## config.mk

```make
export PLATFORM = sky130hd
export DESIGN_NAME = imm_encoder
export DESIGN_NICKNAME = d
export VERILOG_FILES = /design/src/rtl/imm_pkg.sv /design/src/rtl/imm_pack.sv /design/src/rtl/imm_encoder.sv
export SDC_FILE = /design/constraint.sdc
export NUM_CORES = 1
export LEC_CHECK = 0
export BUFFER_PORTS_ARGS = -buffer_cell sky130_fd_sc_hd__clkbuf_2
export CAP_MARGIN = 30
export CORE_MARGIN = 8
export CORE_UTILIZATION = 50
export DETAILED_ROUTE_END_ITERATION = 7
export GPL_TIMING_DRIVEN = 0
export PLACE_DENSITY = 0.78
export SETUP_SLACK_MARGIN = 0.1
export SLEW_MARGIN = 25
export SYNTH_ARGS = -nofsm -noshare
export SYNTH_HDL_FRONTEND = slang
export SYNTH_SLANG_ARGS = --single-unit
```

## constraint.sdc

```tcl
create_clock -name clk -period 6.65 [get_ports clk]
set_clock_uncertainty 0.1 [all_clocks]
set_input_delay 0.665 -clock clk [delete_from_list [all_inputs] [get_ports clk]]
set_output_delay 0.665 -clock clk [all_outputs]
set_load 0.01 [all_outputs]
```

## src/rtl/imm_pkg.sv

```systemverilog
// Shared immediate-format constants for the encoder and the immediate extender.
package imm_pkg;

  typedef enum logic [1:0] {
    IMM_I = 2'b00,
    IMM_S = 2'b01,
    IMM_B = 2'b10,
    IMM_J = 2'b11
  } imm_src_e;

  localparam int unsigned ImmW = 32;
  localparam int unsigned OutW = 25;

endpackage

```

## src/rtl/imm_pack.sv

```systemverilog
// Combinational packing of an immediate into instruction bits [31:7], plus range check.
// Range check is present only when IMM_RANGE_CHECK_EN is defined.
module imm_pack
  import imm_pkg::*;
(
  input  logic [1:0]      src,
  input  logic [ImmW-1:0] imm,
  output logic [OutW-1:0] word,
  output logic            err
);

  // word[k] is instruction bit k+7
  always_comb begin
    word = '0;
    unique case (src)
      IMM_I: word[24:13] = imm[11:0];
      IMM_S: begin
        word[24:18] = imm[11:5];
        word[4:0]   = imm[4:0];
      end
      IMM_B: begin
        word[24]    = imm[12];
        word[23:18] = imm[10:5];
        word[4:1]   = imm[4:1];
        word[0]     = imm[11];
      end
      IMM_J: begin
        word[24]    = imm[20];
        word[23:14] = imm[10:1];
        word[13]    = imm[11];
        word[12:5]  = imm[19:12];
      end
      default: word = '0;
    endcase
  end

`ifdef IMM_RANGE_CHECK_EN
  always_comb begin
    err = 1'b0;
    unique case (src)
      IMM_I, IMM_S: err = imm[31:12] != {20{imm[11]}};
      IMM_B:        err = (imm[31:13] != {19{imm[12]}}) || imm[0];
      IMM_J:        err = (imm[31:21] != {11{imm[20]}}) || imm[0];
      default:      err = 1'b0;
    endcase
  end
`else
  logic unused_imm;
  assign unused_imm = ^imm[31:21];
  assign err        = 1'b0;
`endif

endmodule

```

## src/rtl/imm_encoder.sv

```systemverilog
// Immediate encoder: packs requests via imm_pack and queues results in a small FIFO.
// Define IMM_RANGE_CHECK_EN to enable range_err and the saturating err_count.
module imm_encoder
  import imm_pkg::*;
#(
  parameter int unsigned DEPTH = 2,
  parameter int unsigned ERRW  = 8
) (
  input  logic            clk,
  input  logic            reset,
  input  logic            in_valid,
  output logic            in_ready,
  input  logic [1:0]      ImmSrc,
  input  logic [ImmW-1:0] imm,
  output logic            out_valid,
  input  logic            out_ready,
  output logic [OutW-1:0] out,
  output logic            range_err,
  output logic [ERRW-1:0] err_count
);

  localparam int unsigned AW = (DEPTH > 1) ? $clog2(DEPTH) : 1;
  localparam logic [AW:0] FullCount = (AW + 1)'(DEPTH);

  logic [OutW-1:0] pack_word;
  logic            pack_err;
  logic [AW-1:0]   wr_ptr_q, rd_ptr_q;
  logic [AW:0]     count_q;
  logic [OutW-1:0] word_mem_q [DEPTH];
  logic            push, pop;

  imm_pack u_pack (
    .src  (ImmSrc),
    .imm  (imm),
    .word (pack_word),
    .err  (pack_err)
  );

  // Both handshakes drop during reset so nothing is accepted or consumed on a reset edge.
  assign in_ready  = (count_q != FullCount) && !reset;
  assign out_valid = (count_q != '0) && !reset;
  assign push      = in_valid && in_ready;
  assign pop       = out_valid && out_ready;
  assign out       = out_valid ? word_mem_q[rd_ptr_q] : '0;

  always_ff @(posedge clk) begin
    if (reset) begin
      wr_ptr_q <= '0;
      rd_ptr_q <= '0;
      count_q  <= '0;
    end else begin
      if (push) wr_ptr_q <= wr_ptr_q + AW'(1);
      if (pop)  rd_ptr_q <= rd_ptr_q + AW'(1);
      unique case ({push, pop})
        2'b10:   count_q <= count_q + (AW + 1)'(1);
        2'b01:   count_q <= count_q - (AW + 1)'(1);
        default: count_q <= count_q;
      endcase
    end
  end

  always_ff @(posedge clk) begin
    if (push) word_mem_q[wr_ptr_q] <= pack_word;
  end

`ifdef IMM_RANGE_CHECK_EN
  logic            err_mem_q [DEPTH];
  logic [ERRW-1:0] err_count_q;

  always_ff @(posedge clk) begin
    if (push) err_mem_q[wr_ptr_q] <= pack_err;
  end

  always_ff @(posedge clk) begin
    if (reset) begin
      err_count_q <= '0;
    end else if (push && pack_err && !(&err_count_q)) begin
      err_count_q <= err_count_q + ERRW'(1);
    end
  end

  assign range_err = out_valid && err_mem_q[rd_ptr_q];
  assign err_count = err_count_q;
`else
  logic unused_err;
  assign unused_err = pack_err;
  assign range_err  = 1'b0;
  assign err_count  = '0;
`endif

endmodule

```

# After elaboration in Yosys (flattened, before gate mapping)
# Memory sizes are Yosys's and may differ from the RTL's. A register that Yosys moved wholly into a read port is not among the register bits.
# Index checks and enable logic that the tools add are counted.
# Widths: inputs -> output; s select.
# classes
addsub,4
eq_ne,6
mux,10
n_reduce_logical,9
# ops
operator,n
$mux 25,1
$pmux 7 s3,1
$pmux 5 s2,2
$mux 8,1
$eq 2x2->1 const B,3
$eq 2x1->1 const B,2
$logic_and 1x1->1,4
$mux 1,4
$pmux 2 s2,1
$reduce_bool 2->1,2
$add 1x1->1 const B,2
$add 2x1->2 const B,1
$logic_not 2->1,1
$ne 2x2->1 const B,1
$reduce_or 2->1,1
$sub 2x1->2 const B,1
$logic_not 1->1,1
# word_totals
ff_bits,4
ramBits,50
in_bits,38
output_inout_bits,36
word_cells,33
n_memories,1
# mem_list
memory,words,width,read_ports,rd_ports_with_merged_regs,wr,line_no,source
word_mem_q,2,25,1,1,1,imm_encoder.sv:29,logic [OutW-1:0] word_mem_q [DEPTH];

# Depth between registers and ports, before layout
# depth
ltp_word,5
ltp_mapped,7

# Hierarchy
# From an unflattened synthesis, not the netlist that was laid out.
# unflattened
cells_unflattened,186
hier_area_um2,2496.1
# modules_own_cells
module,instances,cells_per_inst,area_each_um2,seq_area_each_um2
imm_encoder,1,143,2185.8,1601.5
imm_pack,1,43,310.3,0.0

# Worst setup path before layout
# OpenSTA, ideal clock, no wires.
# synth_timing
path_type,in2reg
startpoint,input port in_valid
endpoint,memory word_mem_q[0][0] (enable)
setup_ps,407
arrival_ps,2140
required_time_ps,6143
slack_ps,4003
path_stages,3
path_buffers,0
cell_sequence,inv_1 -> or3_1 -> nor2_1
# synth_between
elab_chain_len,3
# synth_lines
element,line_no,source
"start, declared",imm_encoder.sv:11,"input logic in_valid,"
$logic_and 1x1->1,imm_encoder.sv:42,assign push = in_valid && in_ready;
$mux 1,imm_encoder.sv:63,if (push) word_mem_q[wr_ptr_q] <= pack_word;
$mux 1 (not written as such),imm_encoder.sv:63,
"end, declared",imm_encoder.sv:29,
# Every way passes these cells.

# Final worst setup path
# layout_timing
startpoint,input port reset
endpoint,output port out[20]
# layout_between
elab_chain_len,3
# layout_lines
element,line_no,source
"start, declared",imm_encoder.sv:10,"input logic reset,"
$logic_not 1->1,imm_encoder.sv:41,assign out_valid = (count_q != '0) && !reset;
$logic_and 1x1->1,imm_encoder.sv:41,
$mux 25,imm_encoder.sv:44,assign out = out_valid ? word_mem_q[rd_ptr_q] : '0;
"end, declared",imm_encoder.sv:17,"output logic [OutW-1:0] out,"
# Every way passes these cells.

==> summary.md <==
| Metric | Value |
|---|---|
| Status | `completed` |
| Synth async-reset ratio | `0%` |
| Reg2reg start | `count_q[0]` |
| Post-Syn Area per Cell | `around 14 µm²` |
| Tcrit/Tclk final | `between 30% and 40%` |
| CTS Buf Count | `5` |
| Ys Warns | `0` |
| Met2 WL | `approximately 2300 µm` |
| Hold crit path type | `reg -> reg` |
| PwrDens | `239.6 nW/µm²` |
| Clock sinks | `55` |
| Startpoint Class | `input pin` |
| Number of synthesized flops with an enable pin | `50` |
| Synth top area share | `between 60% and 70%` |
| Final #Nets | `287` |
| Final TNS setup | `0 ns` |
| Routed vias | `between 1000 and 1500` |
| Placement row count | `25` |
| Synth Register Bits | `55` |
| Largest net degree at the start of global routing | `26` |
| ANT nets after route | `0` |
| Top post-synthesis cells by area | `edfxtp_1 (63%), mux2i_1 (10%), nor2_1 (5.2%), and2_1 (4.4%), dfxtp_1 (4.2%)` |
| Final setup violation count | `0` |
| First-pass GRT wire length | `6906 µm` |
| Die Width | `about 85 µm` |
| Worst-path clk slew | `~0.09 ns` |
| DR vias/cell | `approximately 5` |
| Clock Latency Late Sink | `around 0.30 ns` |
| Number of global-route vias before repair | `1532` |
| Seq. cell area | `1602 µm²` |
| Sequential area share after synthesis | `approximately two thirds` |
| I/O Buffers | `53` |
| Ports | `74` |
| Top cell types by occurrence after synthesis | `edfxtp_1 (50), nor2_1 (33), mux2i_1 (25), and2_1 (17), buf_4 (10)` |
| Cells after Synth | `between 150 and 200` |
| Static Leakage | `1.164 nW` |
| Detailed-route wire length per cell | `approximately 15 µm` |
| Max_slew headroom | `around three fifths` |
| Initial antenna violation count | `0` |
| Core Util, Final | `61.52%` |
| Main synth FF type | `edfxtp_1` |
| Hold Path Stages | `2` |
| CTS root buf | `clkbuf_8` |
| Most frequent cell after synthesis | `edfxtp_1` |
| Critical Path Source | `reset` |
| Slew Limit Fails | `0` |
| Worst EP required | `5.88 ns` |
| Htree depth | `2` |
| Worst-path fanout max | `10` |
| Peak Freq | `between 400 and 500 MHz` |
| Wl on met1 | `1674 µm` |
| Worst VDD drop | `between 0.15 and 0.2 mV` |
| Met3 Routed Length | `between 300 and 400 µm` |
| Crit path capture | `out[20]` |
| Number of diodes | `0` |
| CTS max path bufs | `2` |
| Final Hold Fails | `0` |
| Netlist cell types | `23` |
| TritonCTS clock tree | `yes` |
| Final Cell Area | `between 2000 and 3000 µm²` |
| Residual overflow from global routing | `0` |
| Max Cap Viol | `0` |
| Critical path endpoint category | `output port` |
| # DRC | `0` |
| Hpwl dp | `3237 µm` |
| Mapped Area | `2402 µm²` |
| FF-to-FF path depth | `6` |
| Multi-input gate area | `approximately 730 µm²` |
| All-Layer GR Usage | `between 10% and 20%` |
| Top sig layer | `met4` |
| Post-CTS Setup Bufs | `0` |
| Core area | `between 4000 and 5000 µm²` |
| Die height | `roughly 85 µm` |
| Layout cells sized above 1 | `31.84%` |
| Cts hold-fix bufs | `0` |
| Placed cell area | `2801 µm²` |
| Least-Margin Pin Slew | `0.6075 ns` |
| Die footprint | `7279 µm²` |
| Reg2reg setup slack | `around 4.7 ns` |
| Synth area leader | `edfxtp_1` |
| Tmin final | `~2.4 ns` |
| RSZ-0062 raised after global routing | `false` |
| Critical path class | `in -> out` |
| Fillcell total | `between 300 and 400` |
| Final wirelength | `between 4000 and 5000 µm` |
| PostCTS Resize Cnt | `0` |
| PnR Total Power | `0.6917 mW` |
| Area Growth Syn to Fin | `20.16%` |
| CP Data Arrival Time | `approximately 1.6 ns` |
| Final Wtd Congestion | `around 0.72` |
| Pre-antenna DRT Iters | `4` |
| Fin Hold WS | `approximately 0.43 ns` |
| First DRT Iteration DRCs | `81` |
| Starting Density | `roughly half` |
| FF-to-FF End | `count_q[1]` |
stage by stage:
step / std cells / setup slack (ns)
finish: 299 / 4.262
floorplan: 183 / 4.003
CTS: 299 / 4.234
detailed placement: 291 / 4.238
global placement: 290 / 3.238
global route: 299 / 4.151
final cells by class:
cell class / count / area share (%)
Multi-Input combinational cell: 109 / 25.14
Tap cell: 54 / 2.341
Sequential cell: 55 / 55.48
Clock buffer: 6 / 2.514
Clock inverter: 2 / 0.4335
Inverter: 4 / 0.5202
Timing Repair Buffer: 54 / 10.14
Buffer: 15 / 3.424
state kept, by name, summed over array words and instances (netlist names), named ones only:
register,count
word_mem_q,50
count_q,2
rd_ptr_q,1
wr_ptr_q,1
cell families after synthesis:
logic type / Yosys count / synth area share, %
muxes: 25 / 10.42
DFF: 55 / 66.67
AOI/OAI and AO/OA: 10 / 2.864
buffers and inverters: 19 / 4.739
other: 1 / 0.1561
adders and majority gates: 5 / 2.604
xor gates and xnor gates: 3 / 1.094
and+or+nand+nor: 57 / 11.46
worst max-delay path: stages:
cell	delay (ns)
clkbuf_2	0.14
o21bai_2	0.29
buf_2	0.23
nor2_1	0.14
clkbuf_2	0.15
worst min-delay path by stage:
stage                                    to      from  slack, ns
final                             flip-flop  rd_ptr_q       0.43
after global routing      word_mem_q[0][19]    imm[6]       0.45
after CTS                         flip-flop  rd_ptr_q       0.44
after detailed placement          flip-flop  rd_ptr_q       0.41
after global placement             wr_ptr_q  wr_ptr_q       0.38
after floorplan                    wr_ptr_q  wr_ptr_q       0.36
power by group:
part	switching, mW	internal [mW]
registers	0.00655	0.395
logic	0.0637	0.0506
clock network	0.102	0.0738
layer usage:
| layer | global-route usage [%] | up-vias |
|---|---|---|
| met5 | 0 | - |
| met4 | 4.777 | 0 |
| met3 | 4.440 | 4 |
| met2 | 22.73 | 37 |
| met1 | 11.66 | 697 |
| li1 | - | 736 |
cell usage in the layout, fill, tap and decap left out:
| master | count |
|---|---|
| clkbuf_8 | 5 |
| and2_1 | 17 |
| a22oi_1 | 2 |
| o21ai_0 | 3 |
| clkinvlp_4 | 1 |
| or3_1 | 3 |
| buf_2 | 4 |
| nor2_4 | 1 |
| inv_1 | 4 |
| o21bai_2 | 1 |
| mux2i_1 | 25 |
| xor2_1 | 2 |
| clkbuf_2 | 53 |
| xnor2_1 | 1 |
| o21a_1 | 1 |
| nor2b_1 | 2 |
| buf_16 | 1 |
| conb_1 | 9 |
| a221o_1 | 1 |
| buf_4 | 10 |
| clkbuf_1 | 2 |
| clkinv_2 | 1 |
| ha_1 | 5 |
| nor2_1 | 32 |
| nor3b_1 | 1 |
| a21oi_1 | 2 |
| and3_2 | 1 |
| dfxtp_1 | 5 |
| edfxtp_1 | 50 |
(Power assumes the default switching activity.)
